[src/rtl/fifo_word_downsizer_pkg.sv]
// Shared definitions for the FIFO word width converters (downsizer and upsizer).
// Latency: n/a (types, constants and helpers only).
// Backpressure: n/a.
package fifo_word_downsizer_pkg;

    // Default geometry: a 32-bit word split into four 8-bit beats.
    localparam int DEF_INWIDTH    = 32;
    localparam int DEF_RATIO      = 4;
    localparam int DEF_CNTR_WIDTH = 2;
    localparam int OW             = DEF_INWIDTH / DEF_RATIO;

    // Beat index within a word for the default geometry.
    typedef logic [DEF_CNTR_WIDTH-1:0] beat_idx_t;

    // Diagnostic strings shared with the upsizer so log scraping stays consistent.
    localparam string MSG_DEQ_EMPTY  = "Dequeuing from empty downsizer";
    localparam string MSG_IDX_RANGE  = "Last-beat index out of range, clamped to ratio-1";
    localparam string MSG_BAD_PARAMS = "Illegal width converter parameters";

    // Word width must split evenly, at least two beats, and the counter must reach every beat.
    function automatic bit params_ok(input int inwidth, input int ratio, input int cntr_width);
        return (ratio >= 2) && ((inwidth % ratio) == 0) && ((1 << cntr_width) >= ratio);
    endfunction

endpackage

[src/rtl/fifo_word_downsizer.sv]
// Pops wide words from an upstream FIFO and emits them as narrow beats, LS beat first.
// Latency: one cycle from upstream pop to beat 0 on D_OUT; one beat per cycle when streaming.
// Backpressure: DEQ=0 freezes the current beat; upstream is popped only when idle or on the last beat.
module fifo_word_downsizer
    import fifo_word_downsizer_pkg::*;
#(
    parameter int p1inwidth    = DEF_INWIDTH,
    parameter int p2ratio      = DEF_RATIO,
    parameter int p3cntr_width = DEF_CNTR_WIDTH
) (
    input  logic                          CLK,
    input  logic                          RST,
    input  logic                          CLR,
    input  logic [p1inwidth-1:0]          IN_D,
    input  logic [p3cntr_width-1:0]       IN_LAST_IDX,
    input  logic                          IN_EMPTY_N,
    output logic                          IN_DEQ,
    output logic [p1inwidth/p2ratio-1:0]  D_OUT,
    output logic                          LAST,
    output logic                          EMPTY_N,
    input  logic                          DEQ
);

    localparam int BEAT_W = p1inwidth / p2ratio;
    localparam logic [p3cntr_width-1:0] MAX_IDX = p3cntr_width'(p2ratio - 1);

    logic [p1inwidth-1:0]    sh;
    logic [p3cntr_width-1:0] cnt;
    logic [p3cntr_width-1:0] lidx;
    logic                    hv;
    logic [p3cntr_width-1:0] load_idx;

    assign D_OUT   = sh[BEAT_W-1:0];
    assign EMPTY_N = hv;
    assign LAST    = hv && (cnt == lidx);

    // Pop upstream when idle, or when the final beat leaves this cycle so the next word follows with no bubble.
    assign IN_DEQ = IN_EMPTY_N && !CLR && !RST && (!hv || (DEQ && LAST));

    // Indices beyond the last beat would never be reached by the counter; clamp them.
    assign load_idx = (IN_LAST_IDX > MAX_IDX) ? MAX_IDX : IN_LAST_IDX;

    // Beat state: reset, flush, load a new word, shift out one beat, or go empty after the final beat.
    always_ff @(posedge CLK) begin
        if (RST) begin
            sh   <= '0;
            cnt  <= '0;
            lidx <= '0;
            hv   <= 1'b0;
        end else if (CLR) begin
            cnt <= '0;
            hv  <= 1'b0;
        end else if (IN_DEQ) begin
            sh   <= IN_D;
            lidx <= load_idx;
            cnt  <= '0;
            hv   <= 1'b1;
        end else if (DEQ && hv && !LAST) begin
            sh  <= sh >> BEAT_W;
            cnt <= cnt + 1'b1;
        end else if (DEQ && LAST) begin
            hv <= 1'b0;
        end
    end

`ifndef SYNTHESIS
    // Simulation-only diagnostics for bad configuration and upstream/downstream protocol misuse.
    always_ff @(posedge CLK) begin
        if (!params_ok(p1inwidth, p2ratio, p3cntr_width)) begin
            $error("%s", MSG_BAD_PARAMS);
            $finish;
        end
        if (!RST && !CLR && DEQ && !hv) begin
            $warning("%s", MSG_DEQ_EMPTY);
        end
        if (IN_DEQ && (IN_LAST_IDX > MAX_IDX)) begin
            $warning("%s", MSG_IDX_RANGE);
        end
    end
`endif

endmodule

[config.mk]
export PLATFORM = sky130hd
export DESIGN_NAME = fifo_word_downsizer
export DESIGN_NICKNAME = d
export VERILOG_FILES = /design/src/rtl/fifo_word_downsizer_pkg.sv /design/src/rtl/fifo_word_downsizer.sv
export SDC_FILE = /design/constraint.sdc
export NUM_CORES = 1
export LEC_CHECK = 0
export ABC_AREA = 1
export CAP_MARGIN = 40
export CORE_MARGIN = 3
export CORE_UTILIZATION = 35
export DETAILED_ROUTE_END_ITERATION = 12
export GPL_TIMING_DRIVEN = 0
export PLACE_DENSITY = 0.6
export RECOVER_POWER = 100
export SKIP_LAST_GASP = 1
export SLEW_MARGIN = 25
export SYNTH_ARGS = -nofsm -noshare
export SYNTH_HDL_FRONTEND = slang
export SYNTH_SLANG_ARGS = --single-unit
export TNS_END_PERCENT = 30
[constraint.sdc]
create_clock -name CLK -period 1.85 [get_ports CLK]
set_input_delay 0.555 -clock CLK [delete_from_list [all_inputs] [get_ports CLK]]
set_output_delay 0.555 -clock CLK [all_outputs]
set_load 0.1 [all_outputs]
### After elaboration in Yosys (flattened, before gate mapping)

Index checks and enable logic that the tools add are counted.

* bitwise operators: 1
* eq/ne operators: 2
* reductions and logical operators: 19
* $lt $le $gt $ge: 1
* mux-type cells: 6
* add/sub/neg operators: 1

Operator list (number)
* 32-bit 2-to-1 mux: 2
* 1-bit logical AND: 7
* 2-bit AND reduction: 3
* 1-bit logical NOT: 4
* 2-bit nonzero test: 2
* 1-bit 2-to-1 mux: 3
* 3-bit OR reduction: 1
* 2-bit by 1-bit adder with 2-bit output (second input constant): 1
* 2-bit == test: 1
* 2-bit greater-than comparator (second input constant): 1
* 2-bit 2-to-1 mux: 1
* 2-bit inequality test (second input constant): 1
* 2-bit OR reduction: 1
* 1-bit logical OR: 1
* 1-bit NOT: 1

* input port bits: 39
* register bits: 37

### Depth between registers and ports, before layout

Gate-level depths: netlist of run 1.

* depth in word-level cells: 7
* mapped depth: 11
* depth with buffers taken out: 10

### Least setup slack after synthesis of run 1

Ideal clock, no wire load.

* path type: register to output
* start: register hv (netlist: EMPTY_N)
* end: output port IN_DEQ
* buffers on the path: 1
* path slack: -632 ps
* cell stages (with the launch flop): 5
* data arrival time: 1927 ps
* path through: dfxtp_1 > nand2_1 > nand3_2 > buf_6 > inv_2

* longest elaborated chain between the ends: 4
* elaborated cells between the ends (all ways): 5

RTL lines
* start, declared: RTL line fifo_word_downsizer.sv:30 `logic hv;`
* start signal, assigned: RTL line fifo_word_downsizer.sv:49 `hv <= 1'b0;`
* start signal, assigned: RTL line fifo_word_downsizer.sv:52 `hv <= 1'b0;`
* start signal, assigned: RTL line fifo_word_downsizer.sv:57 `hv <= 1'b1;`
* 1-bit logical AND: RTL line fifo_word_downsizer.sv:35 `assign LAST = hv && (cnt == lidx);`
* 1-bit logical AND: RTL line fifo_word_downsizer.sv:38 `assign IN_DEQ = IN_EMPTY_N && !CLR && !RST && (!hv || (DEQ && LAST));`
* 1-bit logical OR *: RTL line fifo_word_downsizer.sv:38
* 1-bit logical AND *: RTL line fifo_word_downsizer.sv:38
* end, declared: RTL line fifo_word_downsizer.sv:17 `output logic IN_DEQ,`

Mark *: on every way between the ends. The rest lies on a longest branch, timed or not.

### Worst setup path after layout of run 1

* start: register cnt[0]
* end: output port IN_DEQ

* longest elaborated chain between the ends: 5

RTL lines
* start, declared: RTL line fifo_word_downsizer.sv:28 `logic [p3cntr_width-1:0] cnt;`
* start signal, assigned: RTL line fifo_word_downsizer.sv:60 `cnt <= cnt + 1'b1;`
* 2-bit == test: RTL line fifo_word_downsizer.sv:35
* 1-bit logical AND: RTL line fifo_word_downsizer.sv:35
* 1-bit logical AND: RTL line fifo_word_downsizer.sv:38
* 1-bit logical OR: RTL line fifo_word_downsizer.sv:38
* 1-bit logical AND: RTL line fifo_word_downsizer.sv:38

Every way passes these cells.

==> results of run 1 <==
## critical path, delay by kind of cell (launching register included)
kind                   cells  cell delay (ns)
buffers and inverters      3             0.35
XOR/XNOR                   1             0.18
AND/OR/NAND/NOR            3             0.32
flip-flops                 1             0.37
## through the flow
stage          instance area [um^2]  utilization  worst slack [ns]
4_1_cts                        2890        0.545            -0.448
3_3_place_gp                   2580        0.487             -1.91
2_1_floorplan                  2000            -            -0.117
6_report                       3010        0.567            -0.215
5_1_grt                        3010        0.567            -0.265
3_5_place_dp                   2750        0.518             -1.50
## cell type report
cell class	instances	share of cell area
inverter	11	0.0192
clock buffer	7	0.0287
tap	70	0.0291
buffer	27	0.0587
timing repair buffer	69	0.251
sequential	37	0.250
multi-input combinational	220	0.363
## report_power, final
| group | switching [W] | leakage [nW] | internal (W) | total [W] |
|---|---|---|---|---|
| Clock | 0.000288 | 0.0443 | 0.000296 | 0.000583 |
| Combinational | 0.000253 | 1.08 | 0.000230 | 0.000484 |
| Sequential | 0.0000211 | 0.304 | 0.000834 | 0.000855 |
| Total | 0.000562 | 1.43 | 0.00136 | 0.00192 |
## final timing paths
kind	start	end	slack, ns	cells after the start
hold / removal	lidx[1]	lidx[1]	0.48	2
setup reg to reg	cnt[0]	sh[14]	0.08	11
hold reg to reg	lidx[1]	lidx[1]	0.48	2
setup / recovery	cnt[0]	IN_DEQ	-0.21	7
## what timing repair did
item                       4_1_cts  5_1_grt
setup endpoints to repair       47       31
pin swaps                        2        6
setup buffers                    3       15
gates resized for setup         18       22
hold buffers                     0        0
## kinds of logic after synthesis
group,after synthesis,synth area share
and+or+nand+nor,204,0.474
buffers and inverters,39,0.109
DFF,37,0.371
AOI/OAI and AO/OA,13,0.0326
xor gates and xnor gates,3,0.0132
## synth_stat cells
cell type  count
nor2_2         1
nor2_1        50
nand3b_1      24
buf_6          3
nand2_1       94
nand2_4        1
o21ai_0        4
dfxtp_1       37
xor2_1         1
nand4_1       25
buf_4         10
nand2_2        1
xnor2_1        2
nand3_2        1
o21ai_1        1
inv_1          8
inv_2          3
a21oi_1        8
buf_2          9
clkbuf_1       6
nand3_1        7
## per-layer routing
metal / wire, um / share of wire / global-route usage
met1: 2680 / 0.48 / 0.238
met2: 2580 / 0.46 / 0.279
met3: 315 / 0.056 / 0.0450
met4: 25 / 0.0045 / 0.0507
met5: 0 / 0 / 0
## flip-flops by register name (all words and copies together), names as in the netlist
signal	count
cnt	2
lidx	2
sh	32
EMPTY_N	1
==> results.toml, run 1 <==
[outcome]
status = "finished, violations left"
violations = "negative setup slack"

[flow_run]
max-cap-violations = 0

[floorplan]
start_util = 0.376
coreArea_mm2 = 0.00530
num_rows = 26
die_w_um = 81.5
die_h_um = 81.5
dieArea_mm2 = 0.00664
io_pins = 50

[cts]
ctsHtreeMaxLevel = 2
clock_latency_ns = 0.29
clkTransAtPathRegs_ns = 0.07
clock-root-buffer = "clkbuf_8"
cts_buffers = 5
clock_path_buffers = 2
cts_tree = "built"
cts.sinks = 37

[logic_synthesis]
synthesis.area_mm2 = 0.00200
ys_ff_latch = 37
synthTopCellsByArea = "dfxtp_1, nand2_1, nor2_1"
synth_top_area_share = 0.371
yosysTopAreaCell = "dfxtp_1"
yosysSeqAreaShare = 0.371
post_synth_num_cell_types = 21
avgSynthCellArea_um2 = 6.74
synthCells = 296
syn_nets = 335
ys.warnings.count = 0

[drt]
drtAntennaViolNets = 0
dr_total_vias = 2065
wl_per_cell_um = 12.7
detail_route.wirelength_um = 5600
drc = 0
firstDrtPassIters = 4
via_per_inst = 4.68
dr.first_iter.drc_count = 98

[layout]
syn_to_final_growth_pct = 50.6
antenna_cells = 0
seq_area_um2 = 751
nets = 410
layout_commonest_cell = "nand2_1"
drive_above_1_share = 0.213
final_cell_mix = "nand2_1, nor2_1, clkdlybuf4s50_1"
fillerInstances = 510
layout.cells.non_filler = 441
multi_input_comb_area_mm2 = 0.00109

[global_routing]
grtUsageTotal = 0.177
antenna_found_initial = 0
grt.overflow.total = 0
grt_max_degree = 16
grt_pass1_vias = 1901
grt_pass1_wl_um = 8990

[timing]
timing.final.crit_period_ns = 2.06
tightest_slew_ns = 0.481
slew_violations = 0
rsz0062_at_grt = "yes"
finalSetupViolCount = 2
post-route-period-util = 1.12
tns_ns = -0.321
skew_ns = 0.00581
setup_slack_ns = -0.215
hold_viol = 0
fmax_mhz = 484
relSlewSlack = 0.679
whs_ns = 0.482

[critical_path]
cp_data_required_time_ns = 1.29
worstPathCellList = "xnor2_4 > nand2_2 > nand2_4 > nand3_4 > buf_8 > clkinv_8 > buf_12"
start_kind = "flop"
arrival_ns = 1.51
criticalPathCategory = "flop to output pin"
path_max_fanout = 7
slowest_stage = "dfxtp_4"
crit_path_max_incr_delay_ns = 0.37
end_kind = "output pin"

[placed_design]
port_buffers = 49
routabilityCongestion = 0.815
dpl.hpwl_um = 4000
place_inst = 426

[hold_path]
min_path_type = "flop to flop"

[power]
peakVddDrop_uv = 267
fin_total_pwr_w = 0.00192
p_leak_nw = 1.43
powerDensity_mw_per_mm2 = 639
(Power assumes the default switching activity.)
==> run 2: changes to the inputs <==
CTS_CLUSTER_SIZE = 20   (was not set)
==> results of run 2 <==
The final DEF is identical to that of run 1; final timing and power are the same.
